**config.mk**
```make
export PLATFORM = sky130hd
export DESIGN_NAME = ahb_arbiter
export DESIGN_NICKNAME = d
export VERILOG_FILES = /design/src/rtl/ahb_pkg.sv /design/src/rtl/ahb_beat_counter.sv /design/src/rtl/ahb_arbiter.sv
export SDC_FILE = /design/constraint.sdc
export NUM_CORES = 1
export LEC_CHECK = 0
export ABC_AREA = 0
export CAP_MARGIN = 20
export CORE_MARGIN = 1
export CORE_UTILIZATION = 51
export DETAILED_ROUTE_END_ITERATION = 10
export PLACE_DENSITY = 0.93
export REMOVE_ABC_BUFFERS = 1
export SLEW_MARGIN = 20
export SYNTH_ARGS = -nofsm -noshare
export SYNTH_HDL_FRONTEND = slang
export SYNTH_SLANG_ARGS = --single-unit
```
**constraint.sdc**
```tcl
create_clock -name HCLK -period 5.2 [get_ports HCLK]
set_input_delay 1.04 -clock HCLK [delete_from_list [all_inputs] [get_ports HCLK]]
set_output_delay 1.04 -clock HCLK [all_outputs]
set_load 0.05 [all_outputs]
```
**src/rtl/ahb_pkg.sv**
```systemverilog
// Shared AHB encodings and burst helpers used by the arbiter and the AHB_Slave benches.
package ahb_pkg;

  typedef enum logic [1:0] {
    TRANS_IDLE   = 2'b00,
    TRANS_BUSY   = 2'b01,
    TRANS_NONSEQ = 2'b10,
    TRANS_SEQ    = 2'b11
  } htrans_e;

  typedef enum logic [1:0] {
    RESP_OKAY  = 2'b00,
    RESP_ERROR = 2'b01,
    RESP_RETRY = 2'b10,
    RESP_SPLIT = 2'b11
  } hresp_e;

  typedef enum logic [2:0] {
    BURST_SINGLE = 3'b000,
    BURST_INCR   = 3'b001,
    BURST_WRAP4  = 3'b010,
    BURST_INCR4  = 3'b011,
    BURST_WRAP8  = 3'b100,
    BURST_INCR8  = 3'b101,
    BURST_WRAP16 = 3'b110,
    BURST_INCR16 = 3'b111
  } hburst_e;

  localparam int unsigned BEAT_W = 4;
  typedef logic [BEAT_W-1:0] beat_t;

  // Undefined-length INCR counts as a single beat so it stays arbitrable every beat.
  function automatic logic [4:0] burst_len(input hburst_e burst);
    case (burst)
      BURST_WRAP4,  BURST_INCR4:  return 5'd4;
      BURST_WRAP8,  BURST_INCR8:  return 5'd8;
      BURST_WRAP16, BURST_INCR16: return 5'd16;
      default:                    return 5'd1;
    endcase
  endfunction

  function automatic logic [1:0] master_onehot(input logic idx);
    return idx ? 2'b10 : 2'b01;
  endfunction

endpackage

```
**src/rtl/ahb_beat_counter.sv**
```systemverilog
// Tracks remaining beats of the current burst and flags when the next edge may rearbitrate.
module ahb_beat_counter
  import ahb_pkg::*;
(
  input  logic       clk,
  input  logic       rst_n,
  input  logic       hready,
  input  logic [1:0] trans,
  input  logic [2:0] hburst,
  input  logic [1:0] hresp,
  output logic       last_beat_window
);

  beat_t beats_left;
  beat_t beats_left_next;

  always_comb begin
    // NOTE: default assignment first so every path drives the signal and no latch is inferred.
    beats_left_next = beats_left;
    if (hready) begin
      if (hresp == RESP_ERROR || hresp == RESP_RETRY) begin
        beats_left_next = '0;
      end else begin
        case (htrans_e'(trans))
          TRANS_NONSEQ: beats_left_next = beat_t'(burst_len(hburst_e'(hburst)) - 5'd1);
          TRANS_SEQ:    if (beats_left != '0) beats_left_next = beats_left - beat_t'(1);
          TRANS_IDLE:   beats_left_next = '0;
          default:      beats_left_next = beats_left;
        endcase
      end
    end
    last_beat_window = (beats_left_next <= beat_t'(1));
  end

  always_ff @(posedge clk or negedge rst_n) begin
    if (!rst_n) begin
      beats_left <= '0;
    end else begin
      // NOTE: non-blocking assignment for registered state avoids simulation races between blocks.
      beats_left <= beats_left_next;
    end
  end

endmodule

```
**src/rtl/ahb_arbiter.sv**
```systemverilog
// Two-master AHB arbiter: round-robin grant, burst/lock hold, HMASTER/MASTLOCK and SPLIT masking.
module ahb_arbiter
  import ahb_pkg::*;
#(
  parameter bit DEFAULT_MASTER = 1'b0
) (
  input  logic       HCLK,
  input  logic       HRESETn,
  input  logic [1:0] HBUSREQ,
  input  logic [1:0] HLOCK,
  input  logic [1:0] TRANS,
  input  logic [2:0] HBURST,
  input  logic       HREADY,
  input  logic [1:0] HRESP,
  input  logic [1:0] HSPLITx,
  output logic [1:0] HGRANT,
  output logic       HMASTER,
  output logic       MASTLOCK
);

  localparam bit OTHER_MASTER = ~DEFAULT_MASTER;

  logic [1:0] split_mask;
  logic [1:0] split_mask_next;
  logic [1:0] split_set;
  logic [1:0] eligible;
  logic [1:0] pick_grant;
  logic       rr_ptr;
  logic       data_master;
  logic       both_eligible;
  logic       lock_hold;
  logic       grant_lost;
  logic       arb_edge;
  logic       last_beat_window;

  ahb_beat_counter u_beat_counter (
    .clk              (HCLK),
    .rst_n            (HRESETn),
    .hready           (HREADY),
    .trans            (TRANS),
    .hburst           (HBURST),
    .hresp            (HRESP),
    .last_beat_window (last_beat_window)
  );

  always_comb begin
    eligible      = HBUSREQ & ~split_mask;
    both_eligible = &eligible;

    // With both eligible, the master the pointer does not name wins.
    if (both_eligible)                pick_grant = rr_ptr ? 2'b01 : 2'b10;
    else if (|eligible)               pick_grant = eligible;
    else if (!split_mask[DEFAULT_MASTER]) pick_grant = master_onehot(DEFAULT_MASTER);
    else if (!split_mask[OTHER_MASTER])   pick_grant = master_onehot(OTHER_MASTER);
    else                              pick_grant = 2'b00;

    lock_hold  = |(HGRANT & HLOCK);
    grant_lost = |(HGRANT & split_mask);
    arb_edge   = HREADY && last_beat_window && !lock_hold;

    // SPLIT is recognised in its first (wait) cycle; a same-cycle release wins.
    split_set       = (!HREADY && HRESP == RESP_SPLIT) ? master_onehot(data_master) : 2'b00;
    split_mask_next = (split_mask | split_set) & ~HSPLITx;
  end

  always_ff @(posedge HCLK or negedge HRESETn) begin
    if (!HRESETn) begin
      HGRANT      <= master_onehot(DEFAULT_MASTER);
      HMASTER     <= DEFAULT_MASTER;
      MASTLOCK    <= 1'b0;
      split_mask  <= 2'b00;
      rr_ptr      <= DEFAULT_MASTER;
      data_master <= DEFAULT_MASTER;
    end else begin
      split_mask <= split_mask_next;

      // A split-masked owner is dropped even during wait states.
      if (grant_lost || arb_edge) begin
        HGRANT <= pick_grant;
        if (both_eligible) rr_ptr <= pick_grant[1];
      end

      if (HREADY && HGRANT != 2'b00) begin
        HMASTER  <= HGRANT[1];
        MASTLOCK <= HLOCK[HGRANT[1]];
      end

      if (HREADY) data_master <= HMASTER;
    end
  end

  // At most one master is ever granted.
  grant_onehot0: assert property (@(posedge HCLK) disable iff (!HRESETn) $onehot0(HGRANT));

endmodule

```
==> metrics <==
status=finished clean; Antenna Cells=0; layout cells sized above 1=11.65%; WL final=1.765 mm; CTS tree=done; internal power=0.2375 mW; die area=1727 um^2; Peak supply drop=0.2678 mV; PwrDens=408.3 nW/um^2; Top FF cell, synth=dfrtp_1; fraction of registers with async set/reset=100.0%; Antenna Violating Nets Remaining=0; fin crit period=2.744 ns; sw power=0.1732 mW; Die H=41.56 um; drt wl/cell=14.96 um; startpoint types=primary input; Seq cells post-synth=12; drt first pass iters=4; MaxCap Viol Count=0; Clock Skew=0.003195 ns; clock share of power=14.5%; first-pass GRT wire length=3.118 mm; top-count cell post-synth=dfrtp_1; later-pin clock latency in the skew report=0.27 ns; post-route insts no fill=118; routability-driven placement congestion ratio=0.7988; clock root buffer=clkbuf_4; WHS=0.4842 ns; slew margin rel.=64.16%; HP Class=register to register; Netlist Area Pre-Place=798.3 um^2; Cell Rows=13; count of pins over their slew limit=0; Gate Count Post-Synth=84; final worst setup slack=2.456 ns; count of flip-flops with a built-in enable after synthesis=0; critical path fanouts, max=10; pin count of the biggest net entering global routing=13; detailed-route vias per instance=6.280; Area Overhead vs Synth=26.02%; Vias=741; Crit-path slowest cell=clkdlybuf4s50_1; Ports=20; most common library cells after synthesis=11 x dfrtp_1, 9 x nand2_1, 6 x nor2_1; Lkg Pwr=0.4162 nW; share of the synthesized area in the top cell type=34.48%; pre-CTS setup slack=2.203 ns; # setup viols final=0; initial core utilization=57.74%; Largest stage delay, worst path=0.66 ns; clk slew on worst S/H paths=0.07 ns; RSZ-0062 raised after global routing=false; Yosys warning count=0; Net Sw Frac=42.17%; Max Root-Sink Buffers=2; CTS-repair resized insts=0; Seq pwr share=37.5%; DR iter-0 viols=13; Comb pwr share=48.0%; Total Routing Usage GR=23.27%; Final nets=122; die width=41.56 um; Mean Syn Cell Area=9.503 um^2; cell family with the largest share of critical-path delay=buffers and inverters; leading area contributor after synthesis=dfrtp_1; antenna violations before repair=0; Inst Count DP=114; WP data arrival=2.92 ns; Tcrit/Tclk final=52.76%; IO buf count=18; Util after Layout=72.76%; # DRC=0; floorplan core area=1383 um^2; endpoints failing hold=0; Setup TNS=0 ns; Sink Count=12; CP endpoint kind=register; worst setup path category=primary input to register; hold buffers post-CTS=0; CP Data Required Time=5.38 ns; Least-Margin Pin Slew=0.5359 ns; CP bufs+invs=1; total grt overflow=0; worst-path cell chain=clkdlybuf4s50_1 -> nand2_1 -> o32ai_1 -> a211oi_2 -> and4_4 -> nor4_1; Area contributors post-synth=dfrtp_1 34%, a211oi_2 4.7%, nand2_1 4.2%; register area share after synthesis=37.77%; maximum clock frequency=0.3645 GHz; post-CTS setup buffer count=0; synth unique cells=38; HPWL Detailed=1.293 mm; H-tree depth=1; vias in the first global route=750; CTS Buf Count=3
-- area by class of cell --
cell class              count  area [um^2]
multi-input cells          64        460.4
fillers                   107        376.6
flip-flops and latches     12        301.5
repair buffers             18        180.2
clock buffers               4        26.28
inverters                   5        18.77
well taps                  15        18.77
-- logic make-up after synthesis --
family                     count (synthesis)  synth area share (%)
DFF                                       12                 37.77
AOI/OAI and AO/OA                         26                 27.43
and+or+nand+nor                           34                 24.92
xor gates and xnor gates                   2                 2.195
buffers and inverters                      8                 4.545
adders and majority gates                  2                 3.134
-- power groups by stage --
stage          clock network [mW]  registers (mW)  logic (mW)
2_1_floorplan                   0           0.203      0.0840
3_3_place_gp                    0           0.154       0.193
3_5_place_dp                    0           0.155       0.196
4_1_cts                    0.0619           0.153       0.197
5_1_grt                    0.0653           0.158       0.213
6_report                   0.0597           0.154       0.197
-- worst reg2reg max path, stage by stage (launching register included) --
cell      delay [ns]
dfrtp_1         0.42
inv_1           0.06
ha_1            0.23
nor3b_2         0.19
o32ai_1         0.46
a211oi_2        0.20
and4_4          0.22
nor4_1          0.20
-- worst paths after layout --
kind	slack (ns)	endpoint	startpoint	cells after the start
worst max-delay path	2.46	HGRANT[1]$_DFFE_PN0P_	TRANS[1]	6
worst min-delay path	0.48	rr_ptr$_DFFE_PN0P_	rr_ptr$_DFFE_PN0P_	1
worst max register to register	3.12	HGRANT[1]$_DFFE_PN0P_	u_beat_counter.beats_left[1]$_DFF_PN0_	7
worst min register to register	0.48	rr_ptr$_DFFE_PN0P_	rr_ptr$_DFFE_PN0P_	1
max in group asynchronous	3.72	HGRANT[0]$_DFFE_PN1P_	HRESETn	1
min in group asynchronous	1.12	rr_ptr$_DFFE_PN0P_	HRESETn	1
-- placed cells by master (no fill, tap or decap), drive strengths merged, types with 2 or more instances in the layout --
cell type	synthesis	final
a31oi	2	2
ha	2	2
and4b	2	2
nor3	3	3
clkdlybuf4s50	0	18
clkbuf	0	4
a311oi	3	3
a21oi	4	4
nand2b	3	3
a211oi	3	3
a22o	3	3
nand2	9	9
dfrtp	11	11
nand3	2	2
inv	5	5
and4	2	2
o32ai	2	2
nor2	6	6
o21ai	4	4
-- flip-flops by register name (all words and copies together) (netlist names) --
name	cells
MASTLOCK	1
data_master	1
HGRANT	2
split_mask	2
u_beat_counter.beats_left	4
rr_ptr	1
HMASTER	1
-- metrics by stage --
stage / power (mW) / cell area, um^2
2_1_floorplan: 0.2873 / 780.7
3_3_place_gp: 0.3462 / 979.7
3_5_place_dp: 0.3519 / 979.7
4_1_cts: 0.4128 / 1006
5_1_grt: 0.4362 / 1006
6_report: 0.4107 / 1006
-- layer usage --
metal | global-route usage (%) | vias to the layer above | routed length [um]
li1 | - | 360 | -
met1 | 27.70 | 348 | 740
met2 | 37.81 | 33 | 883
met3 | 10.87 | 0 | 141
met4 | 5.806 | 0 | 0
met5 | 0 | - | 0
No activity file was read; power rests on OpenSTA's default activity.
==> RTL change 1, RTL diff (same settings) <==
`DEFAULT_MASTER`: 1'b0 -> 1'b1.
--- a/src/rtl/ahb_arbiter.sv
+++ b/src/rtl/ahb_arbiter.sv
@@ -4,3 +4,3 @@
 #(
-  parameter bit DEFAULT_MASTER = 1'b0
+  parameter bit DEFAULT_MASTER = 1'b1
 ) (
Behaviour: not the same (Yosys sat finds a counterexample within 4 cycles, from zero or initial values and one cycle with HRESETn low).
==> RTL change 1 against the unedited design <==
  * Cell area is 3.5% lower
  * Routed wire length fell by 3.3%
  * Clock skew is 0.0066 ns higher
  * Hold slack improved by 0.027 ns
  * Synthesized cell count is 4.8% lower
  * Total power barely moved
  * Setup slack got worse by 0.16 ns
  * First-iteration DRC count rose to 3.1 times the old value
  * Sequential cell count unchanged
  * Synthesized area decreased by 5.2%
  * Combinational power decreased by 4%
  * Largest cell class unchanged
  * Highest routed layer is now met4
==> RTL change 1: results <==
group,metric,value,unit
global_route,grt_pass1_wl,2510,um
finish,nets,120,
placed_design,hpwl,1340,um
cts,clockBufferDepth,2,
route,wl_per_cell,14.7,um
power_and_ir_drop,switching_share,41.4,%
finish,fill_cells,100,
route,drtIter0Drc,40,
placed_design,gp_congestion,0.780,
power_and_ir_drop,ir_drop,0.338,mV
yosys,synth_area_leaders,"dfrtp_1 (26%), dfstp_2 (14%), a21oi_1 (4.0%)",
worst_setup_path,ff2ff_setup_slack,3.05,ns
route,viasPerCell,6.04,
min_path,min_to,"MASTLOCK",
global_route,grtUsageTotal,24.1,%
worst_setup_path,slowest_stage,"clkdlybuf4s50_1",
worst_setup_path,worstPathArrival,3.09,ns
yosys,async_flop_share,100,%
timing,skew,0.00978,ns
power_and_ir_drop,p_leak,0.405,nW
global_route,grt_pass1_vias,613,
worst_setup_path,max_stage_delay,0.73,ns
timing,tightest_slew,0.528,ns
yosys,ys_seq_area_share,40.3,%
worst_setup_path,crit_path_max_fanout,12,
worst_setup_path,r2r-start,"u_beat_counter.beats_left[0]",
yosys,netlist-cell-type-count,30,
yosys,ys_warn_count,0,
yosys,synth.top_cells.by_count,"dfrtp_1 (8), nand2_1 (8), inv_1 (7)",
finish,drive_gt1_share,10.9,%
worst_setup_path,rr_endpoint,"HGRANT[0]",
min_path,worstHoldStart,"MASTLOCK",
run_status,status,"complete, no violations",
timing,slew_viol_final,0,
worst_setup_path,rr_worst_depth,8,
timing,whs,0.511,ns
## RTL change 1: kinds of logic (layout without fill, tap and decap cells)
family	after synthesis	after routing	synth area share [%]
xor gates and xnor gates	1	1	1.16
adders and majority gates	2	2	3.31
buffers and inverters	8	29	4.96
muxes	2	2	2.97
AOI/OAI and AO/OA	26	26	25.1
DFF	12	12	40.3
and+or+nand+nor	29	29	22.1
## RTL change 1: worst max path at each step
stage | startpoint | end | slack, ns | depth (start not counted)
floorplan | HRESP[0] | rr_ptr | 2.61 | 7
detailed placement | HRESP[0] | rr_ptr | 2.03 | 8
global route | HRESP[0] | rr_ptr | 2.20 | 8
global placement | HRESP[0] | rr_ptr | 2.07 | 8
finish | HREADY | HGRANT[0] | 2.29 | 7
CTS | HRESP[0] | HGRANT[0] | 2.30 | 8
## RTL change 1: through the flow
stage,area [um^2],setup slack (ns),std cells
floorplan,746,2.61,79
global placement,945,2.07,112
detailed placement,945,2.03,112
CTS,971,2.30,116
global route,971,2.20,116
finish,971,2.29,116
## RTL change 1: routing by layer
layer	GRT usage, %	routed length, um
met1	27.5	713
met2	39.7	867
met3	10.0	121
met4	9.17	5
met5	0	0
## RTL change 1: final cells by class
cell class | count | area share, %
inverters | 7 | 2.71
clock buffers | 4 | 2.71
flip-flops and latches | 12 | 31.4
well taps | 15 | 1.93
repair buffers | 18 | 18.6
multi-input cells | 60 | 42.7
## RTL change 1: power groups by stage
stage	Clock (mW)	Sequential (mW)	Combinational, mW
after floorplan	0	0.209	0.0760
after global placement	0	0.160	0.183
after detailed placement	0	0.163	0.189
after CTS	0.0621	0.160	0.191
after global routing	0.0653	0.165	0.204
final	0.0594	0.161	0.190
==> RTL change 2, RTL diff (same flow settings) <==
Made on the original files. Make the reset (`HRESETn` and `rst_n`) synchronous in 2 clocked blocks.
--- a/src/rtl/ahb_beat_counter.sv
+++ b/src/rtl/ahb_beat_counter.sv
@@ -34,3 +34,3 @@
 
-  always_ff @(posedge clk or negedge rst_n) begin
+  always_ff @(posedge clk) begin
     if (!rst_n) begin
--- a/src/rtl/ahb_arbiter.sv
+++ b/src/rtl/ahb_arbiter.sv
@@ -65,3 +65,3 @@
 
-  always_ff @(posedge HCLK or negedge HRESETn) begin
+  always_ff @(posedge HCLK) begin
     if (!HRESETn) begin
Function: differs if HRESETn is asserted again (counterexample within 4 cycles, from zero or initial values and one cycle with HRESETn low); with HRESETn held inactive, the same outputs for 10 cycles.
==> RTL change 2 against the unedited design <==
  * Routed wire length is 8.2% lower
  * Via count is 0.27% higher
  * First-iteration DRC count stayed put
  * Sequential share of layout area is 6.3 points lower
  * Clock skew is 0.0069 ns higher
  * Setup slack worse by 0.035 ns
  * Sequential cell count stayed put
  * Cell area is 0.75% higher
  * Maximum frequency is 1.3% lower
  * Synthesized area is 0.16% lower
  * Die area is 0.14% lower
  * Largest cell class unchanged
Power is not compared: it rests on default switching activity, and its combinational part moved more than twofold at a synthesized area within 25%.
==> RTL change 2: results <==
group,metric,value,unit
yosys,syn_avg_cell_area,8.86,um^2
cts,insertion_delay,0.27,ns
timing,tightest_slew,0.493,ns
global_route,met1_usage,27.1,%
timing,whs,0.489,ns
min_path,min_to,"rr_ptr",
route,vias,743,
global_route,grt_busiest_layer,"met2",
yosys,synth.top_cells.by_count,"dfxtp_1 (12), nand2_1 (7), nor3_1 (5)",
route,route.met3.wl,71,um
worst_setup_path,r2r-start,"u_beat_counter.beats_left[0]",
finish,drive_gt1_share,10.1,%
run_status,status,"complete, no violations",
global_route,use_met2,35.3,%
route,drt-met1-wl,760,um
min_path,min_path_cells,2,
worst_setup_path,crit_path_end,"HGRANT[0]",
worst_setup_path,rr_endpoint,"HGRANT[0]",
placed_design,hpwl,1250,um
yosys,synth_compound_area_share,31.6,%
worst_setup_path,crit_start,"TRANS[0]",
worst_setup_path,max_stage_delay,0.61,ns
yosys,synthAdderAreaFrac,3.14,%
yosys,async_flop_share,0,%
finish,fill_cells,106,
global_route,grt_pass1_wl,2860,um
global_route,grt_pass1_vias,671,
placed_design,gp_congestion,0.820,
worst_setup_path,crit_path_max_fanout,9,
timing,skew,0.0101,ns
yosys,synthXorXnorAreaFrac,1.10,%
-- RTL change 2: cell count changes after synthesis, sizes merged, moves of 3 or more --
| cell | before | now |
|---|---|---|
| a21boi | 0 | 3 |
| and2 | 0 | 3 |
| nor3b | 1 | 4 |
| dfxtp | 0 | 12 |
| mux2i | 0 | 4 |
| o21a | 0 | 3 |
| dfrtp | 11 | 0 |
-- RTL change 2: area by class of cell --
type / count / share of cell area [%]
clock buffer: 4 / 3.58
inverter: 5 / 1.85
sequential: 12 / 23.7
multi-input combinational: 70 / 51.2
timing repair buffer: 18 / 17.8
tap: 15 / 1.85
-- RTL change 2: worst max-delay path: cells and delay by family --
kind,cells,cell delay [ns]
AOI/OAI and AO/OA,4,1.03
buffers and inverters,1,0.61
and+or+nand+nor,1,0.23
-- RTL change 2: cell families after synthesis --
logic type                 Yosys count
adders and majority gates            2
buffers and inverters                8
muxes                                4
DFF                                 12
xor gates and xnor gates             1
AOI/OAI and AO/OA                   29
and+or+nand+nor                     34
-- RTL change 2: power groups by stage --
stage | logic, mW | clock network (mW) | registers (mW)
final | 0.0707 | 0.0741 | 0.103
after global routing | 0.0771 | 0.0796 | 0.104
after CTS | 0.0708 | 0.0759 | 0.103
after detailed placement | 0.0706 | 0 | 0.105
after global placement | 0.0686 | 0 | 0.104
after floorplan | 0.0365 | 0 | 0.113
-- RTL change 2: stage by stage --
| stage | power, mW | area (um^2) | utilization, % | worst slack (ns) |
|---|---|---|---|---|
| finish | 0.248 | 1010 | 73.3 | 2.42 |
| global route | 0.260 | 1010 | 73.3 | 2.32 |
| CTS | 0.249 | 1010 | 73.3 | 2.44 |
| detailed placement | 0.175 | 977 | 70.7 | 2.14 |
| global placement | 0.173 | 977 | 70.7 | 2.19 |
| floorplan | 0.149 | 778 | - | 2.89 |
